`src/rtl/data_distribution.sv`:
```
// data_distribution: byte-to-beat serializer with a one-byte holding register.
// Each accepted word is emitted as NB = DIN_W/DOUT_W consecutive beats, most
// significant beat first, so a downstream shift-in-at-LSB consolidator
// reassembles the original word.
module data_distribution #(
    parameter int DIN_W  = 8,
    parameter int DOUT_W = 2
) (
    input  logic              clk,
    input  logic              rst,
    input  logic [DIN_W-1:0]  din,
    input  logic              din_en,
    output logic              din_rdy,
    output logic [DOUT_W-1:0] dout,
    output logic              dout_en,
    output logic              dout_last,
    output logic              ovf
);

    localparam int NB    = DIN_W / DOUT_W;
    localparam int CNT_W = (NB > 1) ? $clog2(NB) : 1;
    localparam logic [CNT_W-1:0] CNT_LAST = CNT_W'(NB - 1);
    localparam logic [CNT_W-1:0] CNT_ONE  = CNT_W'(1);
    localparam logic             LAST_ON_LOAD = (NB == 1);

    // Most significant beat of a word: the beat that goes out first.
    function automatic logic [DOUT_W-1:0] top_beat(input logic [DIN_W-1:0] w);
        return w[DIN_W-1 -: DOUT_W];
    endfunction

    logic [DIN_W-1:0]  sh_r,  sh_s;
    logic [CNT_W-1:0]  cnt_r, cnt_s;
    logic              busy_r, busy_s;
    logic [DIN_W-1:0]  hold_r, hold_s;
    logic              hold_vld_r, hold_vld_s;
    logic [DOUT_W-1:0] dout_r, dout_s;
    logic              dout_en_r, dout_en_s;
    logic              dout_last_r, dout_last_s;
    logic              ovf_r, ovf_s;
    logic              accept_s;
    logic              last_s;
    logic [DIN_W-1:0]  shifted_s;

    assign accept_s  = din_en && !hold_vld_r;
    assign last_s    = busy_r && (cnt_r == CNT_LAST);
    assign shifted_s = sh_r << DOUT_W;

    // Next-state selection: load, shift, hold capture or go idle.
    always_comb begin
        sh_s        = sh_r;
        cnt_s       = cnt_r;
        busy_s      = busy_r;
        hold_s      = hold_r;
        hold_vld_s  = hold_vld_r;
        dout_s      = {DOUT_W{1'b0}};
        dout_en_s   = 1'b0;
        dout_last_s = 1'b0;
        ovf_s       = ovf_r | (din_en & hold_vld_r);
        if (!busy_r) begin
            if (accept_s) begin
                sh_s        = din;
                cnt_s       = {CNT_W{1'b0}};
                busy_s      = 1'b1;
                dout_s      = top_beat(din);
                dout_en_s   = 1'b1;
                dout_last_s = LAST_ON_LOAD;
            end else begin
                busy_s      = 1'b0;
            end
        end else if (!last_s) begin
            sh_s        = shifted_s;
            cnt_s       = cnt_r + CNT_ONE;
            dout_s      = top_beat(shifted_s);
            dout_en_s   = 1'b1;
            dout_last_s = ((cnt_r + CNT_ONE) == CNT_LAST);
            if (accept_s) begin
                hold_s     = din;
                hold_vld_s = 1'b1;
            end else begin
                hold_vld_s = hold_vld_r;
            end
        end else begin
            // Last beat ends here: held byte has priority over a bypass.
            if (hold_vld_r) begin
                sh_s        = hold_r;
                cnt_s       = {CNT_W{1'b0}};
                hold_vld_s  = 1'b0;
                dout_s      = top_beat(hold_r);
                dout_en_s   = 1'b1;
                dout_last_s = LAST_ON_LOAD;
            end else if (accept_s) begin
                sh_s        = din;
                cnt_s       = {CNT_W{1'b0}};
                dout_s      = top_beat(din);
                dout_en_s   = 1'b1;
                dout_last_s = LAST_ON_LOAD;
            end else begin
                busy_s      = 1'b0;
                cnt_s       = {CNT_W{1'b0}};
            end
        end
    end

    // State and output registers; reset discards any byte in flight.
    always_ff @(posedge clk or posedge rst) begin
        if (rst) begin
            sh_r        <= {DIN_W{1'b0}};
            cnt_r       <= {CNT_W{1'b0}};
            busy_r      <= 1'b0;
            hold_r      <= {DIN_W{1'b0}};
            hold_vld_r  <= 1'b0;
            dout_r      <= {DOUT_W{1'b0}};
            dout_en_r   <= 1'b0;
            dout_last_r <= 1'b0;
            ovf_r       <= 1'b0;
        end else begin
            sh_r        <= sh_s;
            cnt_r       <= cnt_s;
            busy_r      <= busy_s;
            hold_r      <= hold_s;
            hold_vld_r  <= hold_vld_s;
            dout_r      <= dout_s;
            dout_en_r   <= dout_en_s;
            dout_last_r <= dout_last_s;
            ovf_r       <= ovf_s;
        end
    end

    assign din_rdy   = !hold_vld_r;
    assign dout      = dout_r;
    assign dout_en   = dout_en_r;
    assign dout_last = dout_last_r;
    assign ovf       = ovf_r;

endmodule

```
`config.mk`:
```
export PLATFORM = sky130hd
export DESIGN_NAME = data_distribution
export DESIGN_NICKNAME = d
export VERILOG_FILES = /design/src/rtl/data_distribution.sv
export SDC_FILE = /design/constraint.sdc
export NUM_CORES = 1
export LEC_CHECK = 0
export ABC_CLOCK_PERIOD_IN_PS = 3800
export BUFFER_PORTS_ARGS = -buffer_cell sky130_fd_sc_hd__buf_4
export CORE_MARGIN = 5
export CORE_UTILIZATION = 57
export CTS_CLUSTER_DIAMETER = 40
export DETAILED_ROUTE_END_ITERATION = 6
export GPL_TIMING_DRIVEN = 0
export MAX_ROUTING_LAYER = met4
export PLACE_DENSITY = 0.81
export REMOVE_ABC_BUFFERS = 1
export SLEW_MARGIN = 10
export SYNTH_ARGS = -nofsm -noshare
export SYNTH_HDL_FRONTEND = slang
export SYNTH_SLANG_ARGS = --single-unit
```
`constraint.sdc`:
```
create_clock -name clk -period 3.8 [get_ports clk]
set_input_delay 0.38 -clock clk [delete_from_list [all_inputs] [get_ports clk]]
set_output_delay 0.38 -clock clk [all_outputs]
set_load 0.05 [all_outputs]
```
==> results.json <==
{
  "status": "finished clean",
  "dr_total_vias": 763,
  "drt_iter0_markers": 17,
  "maxSlewViolCount": 0,
  "timing.rr.start": "cnt_r[1]",
  "dieArea_mm2": 0.00275,
  "vdd_drop_max_mv": 0.487,
  "stdcell_count": 130,
  "synth.distinct_cells": 23,
  "post_cts_buffers": 0,
  "syn_area_per_cell_um2": 11.3,
  "hold_ws_ps": 218,
  "cts.clk_slew.worst_paths_ps": 120,
  "cts_buffers": 3,
  "firstDrtPassIters": 4,
  "final_common_cell": "dfrtp_1",
  "wirelength_mm": 1.88,
  "clk_latency_ps": 300,
  "io_buffers": 16,
  "leakage_nw": 0.540,
  "die_h_um": 52.5,
  "seqPwrFrac": 0.427,
  "setup_violations": 0,
  "avgViaCountPerCell": 5.87,
  "cp-startpoint": "cnt_r[1]",
  "final_util": 0.683,
  "p_per_area_mw_per_mm2": 873,
  "core_mm2": 0.00173,
  "rsz0062_at_grt": "false",
  "pwr-share-clk": 0.122,
  "clkSinkCount": 22,
  "synth_warnings": 0,
  "antenna_found_initial": 0,
  "drcViolationCount": 0,
  "setup_tns_ps": 0,
  "crit_arrival_ps": 1960,
  "end_kind": "flop",
  "start_util": 0.595,
  "drive_above_1_share": 0.324,
  "cts.htree.levels": 1,
  "place_ws_ps": 2050,
  "area_growth_pct": 14.7,
  "slew_headroom": 0.465,
  "ios": 17,
  "final_cell_mix": "dfrtp_1, buf_4, nand2_1",
  "hold_buffers": 0,
  "p_int_uw": 605,
  "async_flop_share": 1.00,
  "grt_max_degree": 23,
  "synth_area_mm2": 0.00103,
  "rows": 15,
  "ys_ff_latch": 22,
  "placed_cells": 126,
  "ant_nets": 0,
  "grt_usage": 0.162,
  "r2r_setup_slack_ps": 2000,
  "cts_tree": "built",
  "r2r_cells": 4,
  "nNetsFinal": 119,
  "gr-total-overflow": 0,
  "cts_root_buf": "clkbuf_4",
  "worstPathRequired_ps": 3960,
  "period_share": 0.474,
  "worst_slack_ps": 2000,
  "die_width_um": 52.5,
  "ctsResizeCount": 0,
  "hpwl_mm": 1.31,
  "start_kind": "flop",
  "synth_edf_count": 0,
  "post-route-min-period_ps": 1800,
  "rr_endpoint": "sh_r[3]",
  "fillers": 133,
  "comb_power_share": 0.451,
  "multi_input_area_um2": 425,
  "stdcell_area_mm2": 0.00118,
  "fin_skew_ps": 8.14,
  "detail_route.wl_per_cell_um": 14.5,
  "diodes": 0,
  "path_max_fanout": 13,
  "gp_congestion": 0.818,
  "hp-class": "input pin to asynchronous set/reset pin",
  "place_area_mm2": 0.00114,
  "netSwitchingPower_uw": 424,
  "drv_cap": 0,
  "seq_area_um2": 551,
  "p_sw_frac": 0.412,
  "grt_pass1_wl_mm": 3.22,
  "hold_viol": 0,
  "clockBufferDepth": 2,
  "tightest_slew_ps": 802,
  "syn_inst": 91,
  "ys_seq_area_frac": 0.536,
  "path_class": "flop to flop",
  "finalPower_mw": 1.03,
  "synth_ff_type": "dfrtp_1",
  "clock.fmax_mhz": 555,
  "grt_pass1_vias": 773
}
cells by family after synthesis:
kind of cell    after synthesis  synth area share
compound gates               23             0.151
simple gates                 23             0.118
flops                        22             0.536
mux                          11             0.121
buf+inv                      10            0.0499
fa+ha+maj                     2            0.0244
Yosys cell counts (2+ instances only):
master / number / area share
dfrtp_1: 22 / 0.54
nand2_1: 11 / 0.040
mux2_2: 10 / 0.11
o22ai_1: 6 / 0.037
nor2_1: 5 / 0.018
a21oi_1: 4 / 0.019
a32oi_1: 4 / 0.034
inv_1: 4 / 0.015
o21ai_0: 4 / 0.019
buf_2: 3 / 0.015
a21bo_2: 2 / 0.019
a22oi_1: 2 / 0.015
clkbuf_2: 2 / 0.0097
ha_1: 2 / 0.024
nand2b_1: 2 / 0.012
worst max-delay path: stages (launching register included):
cell and delay (ps):
dfrtp_1 400, ha_1 430, inv_1 110, o21ai_0 510, a32oi_1 210
sequential cells by signal, summed over array words and instances, names as in the netlist:
| name | count |
|---|---|
| hold_vld_r | 1 |
| dout | 2 |
| cnt_r | 2 |
| dout_en | 1 |
| hold_r | 8 |
| sh_r | 6 |
| dout_last | 1 |
| ovf | 1 |
worst max path at each step:
stage / to / cells after the start
floorplan: hold_r[0] / 3
global placement: hold_r[1] / 4
detailed placement: hold_r[1] / 4
CTS: hold_r[4] / 4
global route: sh_r[2] / 4
finish: sh_r[3] / 4
power by group through the flow:
stage | sequential, mW | combinational (mW) | clock [mW]
after floorplan | 0.491 | 0.290 | 0
after global placement | 0.439 | 0.446 | 0
after detailed placement | 0.445 | 0.461 | 0
after CTS | 0.439 | 0.465 | 0.129
after global routing | 0.459 | 0.503 | 0.137
final | 0.439 | 0.463 | 0.126
per-layer routing:
| metal | track usage | vias up | routed length (um) |
|---|---|---|---|
| met3 | 0.0285 | 4 | 134 |
| met4 | 0.0894 | 0 | 27 |
| met1 | 0.189 | 383 | 750 |
| met2 | 0.262 | 27 | 968 |
| li1 | - | 349 | - |
| met5 | - | - | 0 |
layout make-up:
class,instances,area share
tap,25,0.0265
sequential,22,0.467
multi-input combinational,59,0.361
timing repair buffer,16,0.102
inverter,4,0.0127
clock buffer,4,0.0308
(Power assumes the default switching activity.)
